**config.mk**
```make
export PLATFORM = sky130hd
export DESIGN_NAME = kamus_lsu_ctrl
export DESIGN_NICKNAME = d
export VERILOG_FILES = /design/src/rtl/kamus_pkg.sv /design/src/rtl/kamus_lsu_align.sv /design/src/rtl/kamus_lsu_ctrl.sv
export SDC_FILE = /design/constraint.sdc
export NUM_CORES = 1
export LEC_CHECK = 0
export CAP_MARGIN = 30
export CORE_MARGIN = 10
export CORE_UTILIZATION = 40
export CTS_CLUSTER_DIAMETER = 30
export DETAILED_ROUTE_END_ITERATION = 10
export GPL_TIMING_DRIVEN = 0
export HOLD_SLACK_MARGIN = 0.1
export PLACE_DENSITY = 0.73
export SKIP_LAST_GASP = 1
export SLEW_MARGIN = 20
export SYNTH_ARGS = -nofsm -noshare
export SYNTH_HDL_FRONTEND = slang
export SYNTH_SLANG_ARGS = --single-unit
```
**constraint.sdc**
```tcl
create_clock -name clk_i -period 4.2 [get_ports clk_i]
set_input_delay 1.26 -clock clk_i [delete_from_list [all_inputs] [get_ports clk_i]]
set_output_delay 1.26 -clock clk_i [all_outputs]
set_load 0.005 [all_outputs]
```
**src/rtl/kamus_pkg.sv**
```systemverilog
// Shared types for the kamus load/store unit: access widths, controller
// states, exception causes and a couple of small address helpers.
package kamus_pkg;

    // Access width as encoded by the execute stage; 2'b11 is handled as a word.
    typedef enum logic [1:0] {
        MEM_B = 2'b00,
        MEM_H = 2'b01,
        MEM_W = 2'b10
    } mem_width_t;

    // Sequencing states of the single-outstanding memory port.
    typedef enum logic [1:0] {
        LSU_IDLE = 2'b00,
        LSU_REQ  = 2'b01,
        LSU_WAIT = 2'b10
    } lsu_state_t;

    // Exception causes reported to the trap logic.
    typedef enum logic [1:0] {
        EXC_LD_MISALIGN = 2'd0,
        EXC_ST_MISALIGN = 2'd1,
        EXC_LD_FAULT    = 2'd2,
        EXC_ST_FAULT    = 2'd3
    } lsu_exc_t;

    localparam int XLEN = 32;

    // Word address presented on the memory port.
    function automatic logic [XLEN-1:0] word_addr(input logic [XLEN-1:0] a);
        return {a[XLEN-1:2], 2'b00};
    endfunction

    // Cause for an alignment problem detected at accept time.
    function automatic lsu_exc_t misalign_cause(input logic we);
        return we ? EXC_ST_MISALIGN : EXC_LD_MISALIGN;
    endfunction

    // Cause for a bus error or a timed-out access.
    function automatic lsu_exc_t fault_cause(input logic we);
        return we ? EXC_ST_FAULT : EXC_LD_FAULT;
    endfunction

endpackage

```
**src/rtl/kamus_lsu_align.sv**
```systemverilog
// Combinational lane logic: alignment check, byte enables, store lane
// replication and load byte/half extraction with sign or zero extension.
module kamus_lsu_align
    import kamus_pkg::*;
(
    input  logic [1:0]  i_width,
    input  logic        i_unsigned,
    input  logic [1:0]  i_offset,
    input  logic [31:0] i_wdata,
    input  logic [31:0] i_rdata,
    output logic        o_misalign,
    output logic [3:0]  o_be,
    output logic [31:0] o_wdata,
    output logic [31:0] o_rdata
);

    logic [31:0] w_shift;
    logic        w_sign_b;
    logic        w_sign_h;

    // Bring the addressed byte/half down to bit 0 of the load word.
    assign w_shift  = i_rdata >> {i_offset, 3'b000};
    assign w_sign_b = ~i_unsigned & w_shift[7];
    assign w_sign_h = ~i_unsigned & w_shift[15];

    // Width-dependent lane selection; anything that is not B or H is a word.
    always_comb begin
        o_misalign = 1'b0;
        o_be       = 4'b1111;
        o_wdata    = i_wdata;
        o_rdata    = i_rdata;
        case (i_width)
            MEM_B: begin
                o_be    = 4'b0001 << i_offset;
                o_wdata = {4{i_wdata[7:0]}};
                o_rdata = {{24{w_sign_b}}, w_shift[7:0]};
            end
            MEM_H: begin
                o_misalign = i_offset[0];
                o_be       = 4'b0011 << i_offset;
                o_wdata    = {2{i_wdata[15:0]}};
                o_rdata    = {{16{w_sign_h}}, w_shift[15:0]};
            end
            default: begin
                o_misalign = |i_offset;
            end
        endcase
    end

endmodule

```
**src/rtl/kamus_lsu_ctrl.sv**
```systemverilog
// Load/store sequencing controller: accepts one access from execute, runs it
// over a request/grant/response memory port with one access outstanding,
// and reports writebacks and exceptions as registered one-cycle pulses.
module kamus_lsu_ctrl
    import kamus_pkg::*;
#(
    parameter int unsigned TIMEOUT_CYCLES = 255
) (
    input  logic        clk_i,
    input  logic        rst_ni,
    input  logic        lsu_valid_i,
    output logic        lsu_ready_o,
    input  logic        lsu_we_i,
    input  logic [1:0]  lsu_width_i,
    input  logic        lsu_unsigned_i,
    input  logic [31:0] lsu_addr_i,
    input  logic [31:0] lsu_wdata_i,
    input  logic [4:0]  lsu_rd_i,
    output logic        data_req_o,
    input  logic        data_gnt_i,
    output logic [31:0] data_addr_o,
    output logic        data_we_o,
    output logic [3:0]  data_be_o,
    output logic [31:0] data_wdata_o,
    input  logic        data_rvalid_i,
    input  logic [31:0] data_rdata_i,
    input  logic        data_err_i,
    output logic        wb_valid_o,
    output logic [4:0]  wb_rd_o,
    output logic [31:0] wb_data_o,
    output logic        exc_valid_o,
    output logic [1:0]  exc_cause_o,
    output logic [31:0] exc_addr_o,
    output logic        busy_o
);

    localparam logic [31:0] TO_LIMIT = 32'(TIMEOUT_CYCLES);

    lsu_state_t  r_state;
    lsu_state_t  w_state_next;

    logic        r_we;
    logic [1:0]  r_width;
    logic        r_unsigned;
    logic [31:0] r_addr;
    logic [31:0] r_wdata;
    logic [4:0]  r_rd;
    logic [31:0] r_cnt;

    logic        r_wb_valid;
    logic [4:0]  r_wb_rd;
    logic [31:0] r_wb_data;
    logic        r_exc_valid;
    lsu_exc_t    r_exc_cause;
    logic [31:0] r_exc_addr;

    logic        w_idle;
    logic        w_busy;
    logic        w_accept;
    logic        w_misalign_acc;
    logic        w_timeout;
    logic        w_resp;
    logic        w_resp_err;
    logic        w_resp_load;
    logic [31:0] w_cnt_inc;

    logic [1:0]  w_al_width;
    logic [1:0]  w_al_offset;
    logic        w_al_misalign;
    logic [3:0]  w_al_be;
    logic [31:0] w_al_wdata;
    logic [31:0] w_al_rdata;

    assign w_idle = (r_state == LSU_IDLE);
    assign w_busy = ~w_idle;

    // The alignment check only matters in IDLE, where it looks at the live
    // request; afterwards the same lanes serve the captured access.
    assign w_al_width  = w_idle ? lsu_width_i      : r_width;
    assign w_al_offset = w_idle ? lsu_addr_i[1:0]  : r_addr[1:0];

    kamus_lsu_align u_align (
        .i_width    (w_al_width),
        .i_unsigned (r_unsigned),
        .i_offset   (w_al_offset),
        .i_wdata    (r_wdata),
        .i_rdata    (data_rdata_i),
        .o_misalign (w_al_misalign),
        .o_be       (w_al_be),
        .o_wdata    (w_al_wdata),
        .o_rdata    (w_al_rdata)
    );

    assign w_accept       = lsu_valid_i & w_idle;
    assign w_misalign_acc = w_accept & w_al_misalign;

    // The counter holds the number of busy cycles already completed, so the
    // limit is reached at the end of the TIMEOUT_CYCLES-th busy cycle.
    assign w_cnt_inc = r_cnt + 32'd1;
    assign w_timeout = w_busy & (TO_LIMIT != 32'd0) & (w_cnt_inc == TO_LIMIT);

    // A response only counts in WAIT, and a coincident timeout wins.
    assign w_resp      = (r_state == LSU_WAIT) & data_rvalid_i & ~w_timeout;
    assign w_resp_err  = w_resp & data_err_i;
    assign w_resp_load = w_resp & ~data_err_i & ~r_we;

    // State register.
    always_ff @(posedge clk_i) begin
        if (!rst_ni) begin
            r_state <= LSU_IDLE;
        end else begin
            r_state <= w_state_next;
        end
    end

    // Next-state selection.
    always_comb begin
        w_state_next = r_state;
        case (r_state)
            LSU_IDLE: begin
                if (w_accept && !w_al_misalign) begin
                    w_state_next = LSU_REQ;
                end
            end
            LSU_REQ: begin
                if (w_timeout) begin
                    w_state_next = LSU_IDLE;
                end else if (data_gnt_i) begin
                    w_state_next = LSU_WAIT;
                end
            end
            LSU_WAIT: begin
                if (w_timeout || data_rvalid_i) begin
                    w_state_next = LSU_IDLE;
                end
            end
            default: begin
                w_state_next = LSU_IDLE;
            end
        endcase
    end

    // Port outputs decoded from state; request fields are quiet outside REQ.
    always_comb begin
        lsu_ready_o  = w_idle;
        busy_o       = w_busy;
        data_req_o   = 1'b0;
        data_addr_o  = 32'd0;
        data_we_o    = 1'b0;
        data_be_o    = 4'd0;
        data_wdata_o = 32'd0;
        if (r_state == LSU_REQ) begin
            data_req_o   = 1'b1;
            data_addr_o  = word_addr(r_addr);
            data_we_o    = r_we;
            data_be_o    = w_al_be;
            data_wdata_o = w_al_wdata;
        end
    end

    // Capture the access on accept so the execute stage can move on.
    always_ff @(posedge clk_i) begin
        if (!rst_ni) begin
            r_we       <= 1'b0;
            r_width    <= 2'b00;
            r_unsigned <= 1'b0;
            r_addr     <= 32'd0;
            r_wdata    <= 32'd0;
            r_rd       <= 5'd0;
        end else if (w_accept) begin
            r_we       <= lsu_we_i;
            r_width    <= lsu_width_i;
            r_unsigned <= lsu_unsigned_i;
            r_addr     <= lsu_addr_i;
            r_wdata    <= lsu_wdata_i;
            r_rd       <= lsu_rd_i;
        end
    end

    // Busy-cycle counter for the access timeout.
    always_ff @(posedge clk_i) begin
        if (!rst_ni) begin
            r_cnt <= 32'd0;
        end else if (w_accept) begin
            r_cnt <= 32'd0;
        end else if (w_busy) begin
            r_cnt <= w_cnt_inc;
        end
    end

    // Registered load writeback pulse with its payload.
    always_ff @(posedge clk_i) begin
        if (!rst_ni) begin
            r_wb_valid <= 1'b0;
            r_wb_rd    <= 5'd0;
            r_wb_data  <= 32'd0;
        end else begin
            r_wb_valid <= w_resp_load;
            if (w_resp_load) begin
                r_wb_rd   <= r_rd;
                r_wb_data <= w_al_rdata;
            end
        end
    end

    // Registered exception pulse: misalignment at accept, bus error or timeout.
    always_ff @(posedge clk_i) begin
        if (!rst_ni) begin
            r_exc_valid <= 1'b0;
            r_exc_cause <= EXC_LD_MISALIGN;
            r_exc_addr  <= 32'd0;
        end else begin
            r_exc_valid <= w_misalign_acc | w_timeout | w_resp_err;
            if (w_misalign_acc) begin
                r_exc_cause <= misalign_cause(lsu_we_i);
                r_exc_addr  <= lsu_addr_i;
            end else if (w_timeout || w_resp_err) begin
                r_exc_cause <= fault_cause(r_we);
                r_exc_addr  <= r_addr;
            end
        end
    end

    assign wb_valid_o  = r_wb_valid;
    assign wb_rd_o     = r_wb_rd;
    assign wb_data_o   = r_wb_data;
    assign exc_valid_o = r_exc_valid;
    assign exc_cause_o = r_exc_cause;
    assign exc_addr_o  = r_exc_addr;

endmodule

```
# Word level (Yosys, flattened, before mapping)
# Cells that the tools add are included.
# Widths: inputs -> output; s select.
[totals] ff_bits=180 input_bits=111 output_inout_bits=145 wordCells=75
[op_classes] addsub=1 eq_ne=7 shift=3 muxes=22 bitwise=18 n_reduce_logical=10
[op_table] operator="$mux 32" count=4
[op_table] operator="$pmux 32 s2" count=2
[op_table] operator="$add 32x1->32 const B" count=1
[op_table] operator="$eq 32x8->1 const B" count=1
[op_table] operator="$shr 32x5->16" count=1
[op_table] operator="$mux 2" count=8
[op_table] operator="$and 1x1->1" count=10
[op_table] operator="$pmux 4 s2" count=1
[op_table] operator="$not 1->1" count=6
[op_table] operator="$pmux 2 s3" count=1
[op_table] operator="$eq 2x1->1 const B" count=2
[op_table] operator="$logic_not 2->1" count=2
[op_table] operator="$mux 1" count=4
[op_table] operator="$mux 4" count=1
[op_table] operator="$ne 2x1->1 const B" count=2
[op_table] operator="$reduce_or 2->1" count=2
[op_table] operator="$shl 1x2->4 const A" count=1
[op_table] operator="$shl 2x2->4 const A" count=1
[op_table] operator="$ne 3x3->1 const B" count=1
[op_table] operator="$reduce_and 3->1" count=1
[op_table] operator="$eq 2x2->1 const B" count=1
[op_table] operator="$logic_or 1x1->1" count=2
[op_table] operator="$or 1x1->1" count=2
[op_table] operator="$pmux 1 s2" count=1
[op_table] operator="3 further kinds" count=3

# Depth between registers and ports, before layout
[logic_depth] depth_word=9 mapped_depth=14 ltp_nobuf=9

# Hierarchy
# A second synthesis with hierarchy kept.
[unflattened] hier_cells=1451 hier_area_um2=10827.9
[modules_own_cells] mod="kamus_lsu_ctrl" instances=1 cells_each=1258 area_per_inst_um2=9576.7 seq_area_each_um2=3603.5
[modules_own_cells] mod="kamus_lsu_align" instances=1 cells_each=193 area_per_inst_um2=1251.2 seq_area_each_um2=0.0

# Worst setup path after synthesis
# Ideal clock, no wire load.
[synth_path] path_type="input -> output" start="input port lsu_addr_i[0]" end="output port data_be_o[3]" arrival_time_ns=2.661 required_ns=2.940 setup_slack_ns=0.279 cell_stages=6 path_buffers=2 cell_sequence="or3b_2 > nand2_1 > clkbuf_1 > clkbuf_1 > o21ai_0 > a21oi_1"
[synth_between] elab_chain_len=4 elab_cells_between_ends=5 classes_between="2 x shift; 3 x mux"
[synth_rtl] item="from (decl)" line_no="kamus_lsu_ctrl.sv:16" text="input logic [31:0] lsu_addr_i,"
[synth_rtl] item="$mux 2 (*)" line_no="kamus_lsu_ctrl.sv:80" text="assign w_al_offset = w_idle ? lsu_addr_i[1:0] : r_addr[1:0];"
[synth_rtl] item="$shl 2x2->4 or $shl 1x2->4 (tied branches)" line_no="kamus_lsu_align.sv:40, kamus_lsu_align.sv:34"
[synth_rtl] item="$pmux 4 s2 (*)" line_no="kamus_lsu_align.sv:32" text="case (i_width)"
[synth_rtl] item="$mux 4 (*)" line_no="kamus_lsu_ctrl.sv:152" text="if (r_state == LSU_REQ) begin"
[synth_rtl] item="to (decl)" line_no="kamus_lsu_ctrl.sv:23" text="output logic [3:0] data_be_o,"
# Mark *: on every way between the ends. The rest lies on a longest branch, timed or not.

# Worst setup path after layout
[layout_path] start="input port lsu_width_i[1]" end="output port data_wdata_o[24]"
[layout_between] elab_chain_len=4 elab_cells_between_ends=5 classes_between="1 x eq/ne; 3 x mux; 1 x reduce/logical"
[layout_rtl] item="from (decl)" line_no="kamus_lsu_ctrl.sv:14" text="input logic [1:0] lsu_width_i,"
[layout_rtl] item="$mux 2 (*)" line_no="kamus_lsu_ctrl.sv:79" text="assign w_al_width = w_idle ? lsu_width_i : r_width;"
[layout_rtl] item="$eq 2x1->1 or $logic_not 2->1 (tied branches)" line_no="kamus_lsu_align.sv:32"
[layout_rtl] item="$pmux 32 s2 (*)" line_no="kamus_lsu_align.sv:32"
[layout_rtl] item="$mux 32 (*)" line_no="kamus_lsu_ctrl.sv:152"
[layout_rtl] item="to (decl)" line_no="kamus_lsu_ctrl.sv:24" text="output logic [31:0] data_wdata_o,"
# Marked as above.

==> impl_results.md <==
- Post-synth top cells: 275 x nand2_1, 180 x dfxtp_1, 128 x a21oi_1
- Via Count: between 9k and 10k
- RR Startpoint: r_cnt[1]$_SDFFE_PP0N_
- Power Density: 544 nW/µm²
- Die extent in y: between 150 and 200 µm
- Worst EP required: a little under 3 ns
- Max Freq: 240 MHz
- Outcome: completed
- Hold endpoint: exc_cause_o[1]$_SDFFE_PN0P_
- Share of layout cells above drive strength 1: 7.68%
- CTS H-Tree Depth: 4
- RD Place Congestion: 0.929
- Clock Skew: around 0.011 ns
- Mapped Cells: 1165
- Routed Antenna Nets: 0
- RR Endpoint: wb_data_o[12]$_SDFFE_PN0P_
- Clock Sinks: 180
- Syn-to-layout area delta: 41.2%
- Row count: 54
- Slowest-stage cell, CP: clkdlybuf4s50_1
- Placed cell areas: approximately 12000 µm²
- Root Driver: clkbuf_16
- Skew-Pair Late Insertion Delay: roughly 0.44 ns
- Worst-Margin Slew: slightly above 0.8 ns
- Reg2Reg Setup Slack: around 0.17 ns
- HPWL Detailed: between 20 and 30 mm
- Crit Path Class: input port to output pin
- WL final: 34.5 mm
- Synth async-reset ratio: 0%
- R2R cell count: 13
- Buf/Inv on CP: 3
- GR Overflow Total: 0
- Global-route wire length before repair: ~53 mm
- Vias in the first global route: roughly 9.4k
- Synthesized cell area: between 9000 and 10000 µm²
- Slew margin rel.: a little under half
- Non-filler cells in the finished layout: between 1.5k and 2k
- Hold path depth: 2
- Max Cap Violations: 0
- Post-synth EDFFs: 0
- Core footprint: between 20000 and 25000 µm²
- I/O pin count: about 260
- Die area: between 20000 and 30000 µm²
- Residual DRC count: 0
- Clock slew seen by the registers of the worst setup and hold paths: roughly 0.07 ns
- Die X: approximately 170 µm
- Via density: between 5 and 6
- Router iterations before antenna repair: 6
- CTS tree: done
- Maximum VDD drop: 0.360 mV
- Global-route usage over all layers: between 20% and 30%
- Dpl cells: 1699
- Worst hold path type: register to register
- Clock Path Buffers: 2
- Initial antenna violation count: 4
- Delay-heaviest family, CP: buffers and inverters
- Crit-path cells: dlygate4sd2_1 -> mux2i_4 -> clkbuf_4 -> nor2_1 -> a311oi_1 -> clkdlybuf4s50_1
- #FFs+latches synth: 180
- Final Instance Area: around 13000 µm²
- Yosys warns: 0
- CP endpoint kind: output pin
- Initial Util: approximately 40%
- Final Hold Vio Count: 0
- Tcrit/Tclk final: about 99%
- Number of fill cells in the layout: roughly 2.0k
- Synth Flop Type: dfxtp_1
- Synth area leader: dfxtp_1
- CP startpoint kind: input port
- Largest net degree at the start of global routing: 19
- Drt wl/cell: slightly below 20 µm
- Critical Path Fanout Max: 5
- Post-synth top area share: approximately two fifths
- Final Slew Violations: 0
- Hold_sp: exc_cause_o[1]$_SDFFE_PN0P_
- RSZ-0062 raised after global routing: true
- Count leader, synth: nand2_1
- Area contributors post-synth: dfxtp_1 40%, nand2_1 11%, a21oi_1 7.1%
- Port Buf Inserts: about 250
- Post-Synthesis Mean Instance Area: a little under 8 µm²
- Minimum clock period: approximately 4.2 ns
- Final setup vio count: 0
- Distinct cells, synth: 52
- CTS buffer count: 17
- P_leak: 0.00487 µW
- Critical Path Max Stage Delay: about 0.57 ns
- CP arrival: around 2.9 ns
- Place WS: -1.13 ns
- Final net count: roughly 1.6k
- First DRT Iteration DRCs: roughly 800
- Seq/Total Area, Yosys: roughly 40%
- Setup ws final: approximately 0.026 ns
## logic make-up (layout without fill, tap and decap cells)
kind of cell    Yosys count  after routing  share of synthesized area [%]
other cells               1              5                         0.0416
compound gates          275            275                           19.9
simple gates            507            508                           25.5
fa+ha+maj                 2              2                          0.277
xor+xnor                 41             41                           3.98
flops                   180            180                           39.9
buf+inv                 111            402                           5.10
mux                      48             48                           5.34
## state kept, by name, indices dropped and copies added (netlist names), 2 cells and up
signal       flops
exc_addr_o      32
exc_cause_o      2
r_addr          32
r_cnt           32
r_rd             5
r_state          2
r_wdata         32
r_width          2
wb_data_o       32
wb_rd_o          5
## where the power goes
group | switching (µW) | internal [µW] | total [µW]
sequential | 220 | 2010 | 2230
clock | 782 | 786 | 1570
combinational | 1800 | 1340 | 3140
## tightest hold or removal path: cells and delay by family, from the launching register on
family / cells / cell delay, ns
buffers and inverters: 1 / 0.05
flip-flops: 1 / 0.31
AO/OA/AOI/OAI: 1 / 0.06
## routing by layer
metal / GRT usage, % / up-vias / part of all wire [%] / wire [µm]
li1: - / 4634 / - / -
met1: 28.1 / 4464 / 43 / 14700
met2: 37.0 / 399 / 46 / 15800
met3: 7.91 / 50 / 9.1 / 3140
met4: 7.70 / 4 / 2.2 / 754
met5: 0 / - / 0.070 / 24
## cell usage in the layout (no fill, tap or decap), types with 4 or more instances in the layout
cell type,n
dlygate4sd2_1,8
clkbuf_16,17
clkdlybuf4s50_1,234
inv_1,8
xnor2_1,26
and2_1,57
or4_1,4
buf_1,6
buf_2,10
a31oi_1,13
a311oi_1,8
mux2i_1,44
a21oi_1,127
o221ai_1,7
a211oi_1,4
o21ai_0,46
nor3_1,35
buf_4,15
or3_1,9
clkbuf_1,65
nand2_1,269
nor2_1,60
dfxtp_1,180
and3_1,5
o221a_2,17
o311a_1,33
nand4_1,11
o211ai_1,9
nor4_1,9
dlymetal6s2s_1,7
nand3_1,24
xor2_1,15
clkdlybuf4s15_2,4
inv_8,4
## how the worst max path moves through the flow
| stage | startpoint | to | slack (ns) | cells after the start |
|---|---|---|---|---|
| global route | lsu_width_i[1] | data_wdata_o[9] | -0.02 | 8 |
| finish | lsu_width_i[1] | data_wdata_o[24] | 0.03 | 6 |
| global placement | lsu_addr_i[0] | data_be_o[1] | -1.09 | 8 |
| detailed placement | lsu_addr_i[0] | data_be_o[1] | -1.13 | 8 |
| CTS | lsu_width_i[0] | data_wdata_o[29] | 0.01 | 7 |
| floorplan | lsu_addr_i[0] | data_be_o[3] | 0.28 | 6 |
## cell type report
| type | count | area [µm²] | share of cell area [%] |
|---|---|---|---|
| clock inverters | 15 | 141 | 1.11 |
| diodes | 3 | 7.51 | 0.0590 |
| multi-input cells | 876 | 5070 | 39.9 |
| inverters | 10 | 40.0 | 0.314 |
| repair buffers | 263 | 2630 | 20.7 |
| plain buffers | 97 | 458 | 3.60 |
| clock buffers | 17 | 425 | 3.34 |
| well taps | 280 | 350 | 2.75 |
| flip-flops and latches | 180 | 3600 | 28.3 |
## stage by stage
| step | power [µW] | hold WS (ns) | TNS [ns] | utilization (%) |
|---|---|---|---|---|
| final | 6930 | 0.459 | 0 | 57.8 |
| after CTS | 6910 | 0.460 | 0 | 57.7 |
| after global routing | 7340 | 0.482 | -0.0156 | 57.8 |
| after detailed placement | 5130 | 0.449 | -51.56 | 54.1 |
| after floorplan | 3820 | 0.437 | 0 | - |
| after global placement | 5090 | 0.444 | -47.25 | 54.1 |
## timing repair
item | CTS | global route
buffers inserted | 8 | 1
hold buffers | 0 | 0
endpoints found under the hold margin | 0 | 0
cloned | 2 | 0
pin swaps | 4 | 0
setup endpoints to repair | 100 | 58
resized for setup | 65 | 12
Note: power is estimated with default switching activity, not from simulation.
